<file path="config.mk">
export PLATFORM = sky130hd
export DESIGN_NAME = port_arbiter
export DESIGN_NICKNAME = d
export VERILOG_FILES = /design/src/rtl/port_arbiter_pkg.sv /design/src/rtl/port_arbiter_onehot_decoder.sv /design/src/rtl/port_arbiter.sv
export SDC_FILE = /design/constraint.sdc
export NUM_CORES = 1
export LEC_CHECK = 0
export CAP_MARGIN = 20
export CELL_PAD_IN_SITES_DETAIL_PLACEMENT = 0
export CELL_PAD_IN_SITES_GLOBAL_PLACEMENT = 2
export CORE_MARGIN = 4
export CORE_UTILIZATION = 39
export DETAILED_ROUTE_END_ITERATION = 12
export PLACE_DENSITY_LB_ADDON = 0.1
export SYNTH_ARGS = -nofsm -noshare
export SYNTH_HDL_FRONTEND = slang
export SYNTH_SLANG_ARGS = --single-unit
export TNS_END_PERCENT = 30
</file>
<file path="constraint.sdc">
create_clock -name clk -period 9.7 [get_ports clk]
set_clock_uncertainty 0.2 [all_clocks]
set_input_delay 1.94 -clock clk [delete_from_list [all_inputs] [get_ports clk]]
set_output_delay 1.94 -clock clk [all_outputs]
set_load 0.005 [all_outputs]
</file>
<file path="src/rtl/port_arbiter_pkg.sv">
// Shared definitions for the round-robin port arbiter: FSM encoding and default sizing.
package port_arbiter_pkg;

    localparam int PA_PORT_NUM_DEF = 8;
    localparam int PA_TIMEOUT_DEF  = 64;

    typedef enum logic {
        ST_IDLE = 1'b0,
        ST_BUSY = 1'b1
    } pa_state_e;

endpackage

</file>
<file path="src/rtl/port_arbiter_onehot_decoder.sv">
// One-hot to binary index conversion; all-zero input yields index 0.
module onehot_decoder #(
    parameter int ONE_HOT_WIDTH = 8,
    parameter int BIN_W         = $clog2(ONE_HOT_WIDTH)
) (
    input  logic [ONE_HOT_WIDTH-1:0] onehot_in,
    output logic [BIN_W-1:0]         bin_out
);

    always_comb begin
        bin_out = '0;
        for (int i = 0; i < ONE_HOT_WIDTH; i++) begin
            if (onehot_in[i]) begin
                bin_out = bin_out | BIN_W'(i);
            end
        end
    end

endmodule

</file>
<file path="src/rtl/port_arbiter.sv">
// Round-robin arbiter holding a registered one-hot grant until last beat, request drop
// or an idle timeout, with zero-gap handover to the next requester.
//
// state | meaning
// IDLE  | no grant outstanding, waiting for any req bit
// BUSY  | one port granted, watching for a release event
module port_arbiter
    import port_arbiter_pkg::*;
#(
    parameter int PORT_NUM = PA_PORT_NUM_DEF,
    parameter int TIMEOUT  = PA_TIMEOUT_DEF,
    parameter int IDX_W    = $clog2(PORT_NUM)
) (
    input  logic                clk,
    input  logic                rst_n,
    input  logic [PORT_NUM-1:0] req,
    input  logic                xfer_vld,
    input  logic                xfer_last,
    output logic [PORT_NUM-1:0] gnt,
    output logic [IDX_W-1:0]    gnt_idx,
    output logic                gnt_vld,
    output logic                timeout
);

    localparam int CNT_W = $clog2(TIMEOUT + 1);

    pa_state_e           state_q, state_d;
    logic [PORT_NUM-1:0] gnt_q, gnt_d;
    logic [IDX_W-1:0]    ptr_q, ptr_d;
    logic [CNT_W-1:0]    cnt_q, cnt_d;
    logic                timeout_q, timeout_d;

    logic [CNT_W-1:0]    cnt_inc;
    logic                rel_last, rel_drop, rel_tmo;

    // Lowest rotated offset wins: scanning offsets high-to-low lets the last hit stand.
    function automatic logic [PORT_NUM-1:0] pick_next(
        input logic [PORT_NUM-1:0] r,
        input logic [IDX_W-1:0]    p
    );
        logic [IDX_W-1:0] j;
        pick_next = '0;
        for (int i = PORT_NUM - 1; i >= 0; i--) begin
            j = p + IDX_W'(i);
            if (r[j]) begin
                pick_next    = '0;
                pick_next[j] = 1'b1;
            end
        end
    endfunction

    onehot_decoder #(
        .ONE_HOT_WIDTH (PORT_NUM)
    ) u_gnt_dec (
        .onehot_in (gnt_q),
        .bin_out   (gnt_idx)
    );

    always_comb begin
        state_d   = state_q;
        gnt_d     = gnt_q;
        ptr_d     = ptr_q;
        cnt_d     = cnt_q;
        timeout_d = 1'b0;

        cnt_inc  = (cnt_q == CNT_W'(TIMEOUT)) ? cnt_q : cnt_q + CNT_W'(1);
        rel_last = xfer_vld & xfer_last;
        rel_drop = ~|(req & gnt_q);
        rel_tmo  = ~xfer_vld & (cnt_inc == CNT_W'(TIMEOUT));

        unique case (state_q)
            ST_IDLE: begin
                if (|req) begin
                    gnt_d   = pick_next(req, ptr_q);
                    cnt_d   = '0;
                    state_d = ST_BUSY;
                end
            end
            ST_BUSY: begin
                cnt_d = xfer_vld ? '0 : cnt_inc;
                if (rel_last || rel_drop || rel_tmo) begin
                    ptr_d     = gnt_idx + IDX_W'(1);
                    timeout_d = ~rel_last & ~rel_drop;
                    cnt_d     = '0;
                    if (|req) begin
                        gnt_d = pick_next(req, ptr_d);
                    end else begin
                        gnt_d   = '0;
                        state_d = ST_IDLE;
                    end
                end
            end
            default: begin
                gnt_d   = '0;
                state_d = ST_IDLE;
            end
        endcase
    end

    always_ff @(posedge clk or negedge rst_n) begin
        if (!rst_n) begin
            state_q   <= ST_IDLE;
            gnt_q     <= '0;
            ptr_q     <= '0;
            cnt_q     <= '0;
            timeout_q <= 1'b0;
        end else begin
            state_q   <= state_d;
            gnt_q     <= gnt_d;
            ptr_q     <= ptr_d;
            cnt_q     <= cnt_d;
            timeout_q <= timeout_d;
        end
    end

    assign gnt     = gnt_q;
    assign gnt_vld = |gnt_q;
    assign timeout = timeout_q;

endmodule

</file>
==> flow_summary.ini, run 1 <==
[status]
status = finished clean

[synthesis]
synth.net_count = 562
ys.flop_type = dfrtp_1
syn_inst = 536
synth.top_cell.area_share = 0.128
synth_edf_count = 0
ys_seq_elements = 20
yosysWarningCount = 0
synth_common_cells = 77 x nand2_1, 51 x nor2_1, 43 x o21ai_0
yosysUniqueCellTypes = 70
synth_largest_area_cell = dfrtp_1
yosys-top-cells-area = dfrtp_1 13%, mux4_2 9.8%, nand2_1 7.4%, mux2i_1 5.6%, o21ai_0 5.5%
synth-seq-area-share = 0.128
synthArstFlopShare = 1.00
post_synth.cell_area_avg_um2 = 7.32
yosysMostFrequentCell = nand2_1
netlist_area_um2 = 3920

[sta]
postLayoutSetupSlackWorst_ns = 4.22
rsz0062_at_grt = no
fmax_ghz = 0.183
fin_crit_ns = 5.48
period_share = 0.565
setup_viol = 0
final.setup.tns_ns = 0
worst_pin_slew_ns = 0.943
hold_viol = 0
slew_violations = 0
slew_headroom = 0.353

[clock_network]
cts_setup_buffers = 0
clk_path_buf_depth = 2
numCtsBuffers = 3
clk-insertion-delay-late_ns = 0.27
root_buffer = clkbuf_8
cts_htree_levels = 1
path_clk_slew_ns = 0.09
cts_tree = yes
cts_hold_buf = 0
post_cts_resized = 0
cts.sinks = 20

[worst_setup_path]
r2r_end = gnt[7]
cp.required_ns = 9.65
start_kind = input pin
cp_max_fo = 17
worstPathArrival_ns = 5.43
r2r_start = gnt[3]
reg2reg_slack_ns = 4.35
criticalPathCategory = input pin to register
rr_worst_depth = 13
end_kind = register

[final_layout]
multi_input_area_um2 = 3200
drive_gt1_frac = 0.0942
final_nets = 558
area_growth_pct = 9.50
ff_latch_area_um2 = 500
stdcell_count = 664
fillerInstances = 1032
insertedDiodeCount = 0

[grt]
grt_pass1_vias = 4236
grt_start_max_net_pins = 33
track_usage = 0.261
grt_pass1_wl_um = 24200
antenna_found_initial = 0
overflow = 0

[hold_path]
whs_endpoint = cnt_q[6]
hp-start = cnt_q[6]
hold_class = register to register
hold_depth = 2

[routing]
dr.pass1.iters = 6
wl_per_cell_um = 22.3
wl_um = 14800
vias = 4475
ant_nets = 0
via_per_inst = 6.74
drt_iter0_markers = 440
drc = 0

[floorplan]
die_h_um = 108
die_w_um = 108
core_area_um2 = 9770
start_util = 0.401
die_area_um2 = 11700
ioPinCount = 25
rows = 36

[placement]
pre_cts_slack_ns = 3.96
gp_congestion = 1.04
placed_cells = 660
dp_hpwl_um = 10900
port_buffers = 24

[run]
cap_violations = 0
## state kept, by name, indices dropped and copies added, names as in the netlist
| signal | cells |
|---|---|
| gnt | 8 |
| timeout | 1 |
| ptr_q | 3 |
| state_q | 1 |
| cnt_q | 7 |
## cell type report
cell class              instances  area share
repair buffers                 32      0.0699
clock inverters                 1     0.00699
well taps                     133      0.0387
flip-flops and latches         20       0.116
multi-input cells             460       0.745
inverters                      15      0.0131
clock buffers                   3     0.00961
## per-layer routing
| layer | up-vias | GRT usage | wire, um |
|---|---|---|---|
| li1 | 2043 | - | - |
| met1 | 2115 | 0.349 | 6130 |
| met2 | 276 | 0.441 | 7030 |
| met3 | 41 | 0.0322 | 1180 |
| met4 | 0 | 0.0748 | 494 |
| met5 | - | 0 | 0 |
## worst max path at each step
| stage | slack (ns) | start | cells past startpoint | to |
|---|---|---|---|---|
| floorplan | 5.04 | gnt[3] | 14 | gnt[7] |
| global placement | 4.08 | req[6] | 8 | gnt[2] |
| detailed placement | 3.96 | req[4] | 8 | gnt[2] |
| CTS | 4.25 | req[4] | 8 | gnt[2] |
| global route | 3.92 | req[4] | 8 | gnt[2] |
| finish | 4.22 | req[4] | 8 | gnt[2] |
## metrics by stage
stage | utilization | cell area [um2] | hold WS [ns]
floorplan | - | 3920 | 0.272
global placement | 0.432 | 4230 | 0.307
detailed placement | 0.432 | 4230 | 0.313
CTS | 0.440 | 4300 | 0.346
global route | 0.440 | 4300 | 0.377
finish | 0.440 | 4300 | 0.344
## worst max-delay path, stage by stage
cell and delay [ns]:
clkdlybuf4s50_1 0.77, a22o_1 0.36, a221oi_1 0.53, a21oi_1 0.24, a221oi_2 0.69, o311ai_0 0.36, o32ai_1 0.40, o41ai_2 0.12
## cell families after synthesis
family,synth area share
multiplexers,0.168
adder cells (fa/ha/maj),0.0446
XOR/XNOR,0.0344
AND/OR/NAND/NOR,0.275
flip-flops,0.128
buffers and inverters,0.0564
AO/OA/AOI/OAI,0.294
## layout by cell type, fill, tap and decap left out, types with 4 or more instances in the layout
| cell type | netlist | layout |
|---|---|---|
| nand2_1 | 77 | 77 |
| nor2_1 | 51 | 51 |
| o21ai_0 | 43 | 43 |
| a21oi_1 | 32 | 32 |
| clkdlybuf4s50_1 | 0 | 24 |
| nand3_1 | 22 | 22 |
| mux2i_1 | 22 | 22 |
| dfrtp_1 | 20 | 20 |
| mux4_2 | 17 | 17 |
| nor3_1 | 14 | 14 |
| ha_1 | 14 | 14 |
| inv_1 | 12 | 12 |
| a211oi_1 | 11 | 11 |
| nand4_1 | 10 | 10 |
| nor2b_1 | 9 | 9 |
| o22ai_1 | 8 | 8 |
| a31oi_1 | 8 | 8 |
| buf_4 | 0 | 8 |
| nand2b_1 | 7 | 7 |
| or3_1 | 6 | 6 |
| and2_1 | 6 | 6 |
| a32oi_1 | 6 | 6 |
| nor4_1 | 4 | 4 |
| a22o_1 | 4 | 4 |
| a221oi_1 | 4 | 4 |
| or2_2 | 4 | 4 |
| and3_1 | 4 | 4 |
| mux2_2 | 4 | 4 |
| o2111ai_1 | 4 | 4 |
| o31ai_1 | 4 | 4 |
| o221ai_1 | 4 | 4 |
| a311oi_1 | 4 | 4 |
Power of run 1 is not shown: default switching activity piles up to over one toggle a cycle in this logic, so the estimate is an artifact.
==> run 2, diff against run 1 <==
--- a/config.mk
+++ b/config.mk
@@ -9,7 +9,7 @@
 export CELL_PAD_IN_SITES_DETAIL_PLACEMENT = 0
 export CELL_PAD_IN_SITES_GLOBAL_PLACEMENT = 2
 export CORE_MARGIN = 4
-export CORE_UTILIZATION = 39
+export CORE_UTILIZATION = 32
 export DETAILED_ROUTE_END_ITERATION = 12
 export PLACE_DENSITY_LB_ADDON = 0.1
 export SYNTH_ARGS = -nofsm -noshare
==> constraint.sdc (replaced) <==
create_clock -name clk -period 5.02 [get_ports clk]
set_clock_uncertainty 0.2 [all_clocks]
set_input_delay 1.004 -clock clk [delete_from_list [all_inputs] [get_ports clk]]
set_output_delay 1.004 -clock clk [all_outputs]
set_load 0.005 [all_outputs]
==> flow_summary.ini, run 2 (synthesized netlist as in run 1, its figures left out) <==
[routing]
drt_iter0_markers = 637
ant_nets = 0
drc = 0
via_per_inst = 6.58
vias = 4586
dr.pass1.iters = 7
wl_um = 16700
wl_per_cell_um = 23.9

[placement]
gp_congestion = 0.966
port_buffers = 24
dp_hpwl_um = 12400

[clock_network]
cts_tree = yes
cts_hold_buf = 0
clk-insertion-delay-late_ns = 0.25
path_clk_slew_ns = 0.06
cts_htree_levels = 1
cts.sinks = 20
post_cts_resized = 0
numCtsBuffers = 3
cts_setup_buffers = 0
root_buffer = clkbuf_16
clk_path_buf_depth = 2

[grt]
antenna_found_initial = 0
grt_pass1_wl_um = 26500
grt_pass1_vias = 4521
track_usage = 0.234
overflow = 0
grt_start_max_net_pins = 32

[floorplan]
die_w_um = 119
start_util = 0.327
die_area_um2 = 14100
ioPinCount = 25
die_h_um = 119
rows = 40
core_area_um2 = 12000

[final_layout]
fillerInstances = 1292
layout_common_cells = 77 x nand2_1, 51 x nor2_1, 43 x o21ai_0, 32 x a21oi_1, 26 x buf_4
largest_register_ffs = 8
final_common_cell = nand2_1
final_nets = 578
area_growth_pct = 14.0
fin_util = 0.372
drive_gt1_frac = 0.124
insertedDiodeCount = 0

[sta]
period_share = 0.870
hold_viol = 0
final.setup.tns_ns = 0
slew_violations = 0
setup_viol = 0
worst_pin_slew_ns = 0.830
fmax_ghz = 0.229
fin_crit_ns = 4.37
slew_headroom = 0.444
hold_slack_ns = 0.331
rsz0062_at_grt = no

[worst_setup_path]
criticalPathCategory = input pin to register
start_kind = input pin
cp_max_fo = 16
cp.required_ns = 4.94
path_cells = clkdlybuf4s50_1 -> a22o_1 -> a221oi_1 -> a21oi_1 -> a221oi_2 -> buf_4 -> o311ai_0 -> o32ai_1 -> o41ai_2
worstPathArrival_ns = 4.29
slowest_stage = clkdlybuf4s50_1
slowest_delay_ns = 0.75
end_kind = register

[hold_path]
hold_class = register to register

[status]
status = finished clean

[run]
cap_violations = 0
run 2: cell types whose count changed in the layout (fill, tap and decap cells not counted), sizes merged:
cell,change
buf,+20
bufinv,-1
run 2: metal layers:
layer | part of all wire | up-vias | track usage
met4 | 0.043 | 0 | 0.0905
met5 | 0 | - | 0
met2 | 0.46 | 256 | 0.380
met1 | 0.43 | 2182 | 0.313
li1 | - | 2088 | -
met3 | 0.068 | 60 | 0.0330
run 2: stage by stage:
stage	instance area [um2]	cells	worst slack (ns)
floorplan	3920	536	0.356
global placement	4380	692	0.161
detailed placement	4380	693	0.436
CTS	4460	696	0.701
global route	4470	697	0.457
finish	4470	697	0.652
run 2: path summary, 6_finish.rpt:
check,from,endpoint,cells past startpoint,slack [ns]
worst max-delay path,req[0],gnt[2],9,0.65
worst min-delay path,cnt_q[6],cnt_q[6],2,0.33
worst max register to register,gnt[3],gnt[7],11,0.83
worst min register to register,cnt_q[6],cnt_q[6],2,0.33
max in group asynchronous,rst_n,gnt[7],2,3.47
min in group asynchronous,rst_n,ptr_q[0],1,0.76
run 2: final cells by class:
| cell class | instances | area [um2] | area share |
|---|---|---|---|
| well taps | 147 | 184 | 0.0411 |
| clock buffers | 3 | 75.1 | 0.0168 |
| inverters | 15 | 56.3 | 0.0126 |
| repair buffers | 52 | 454 | 0.102 |
| flip-flops and latches | 20 | 500 | 0.112 |
| multi-input cells | 460 | 3200 | 0.716 |
run 2: critical path, delay by kind of cell:
family | cells | cell delay (ns)
buffers and inverters | 2 | 0.96
AOI/OAI and AO/OA | 7 | 2.30
Power of run 2 is left out for the same reason.
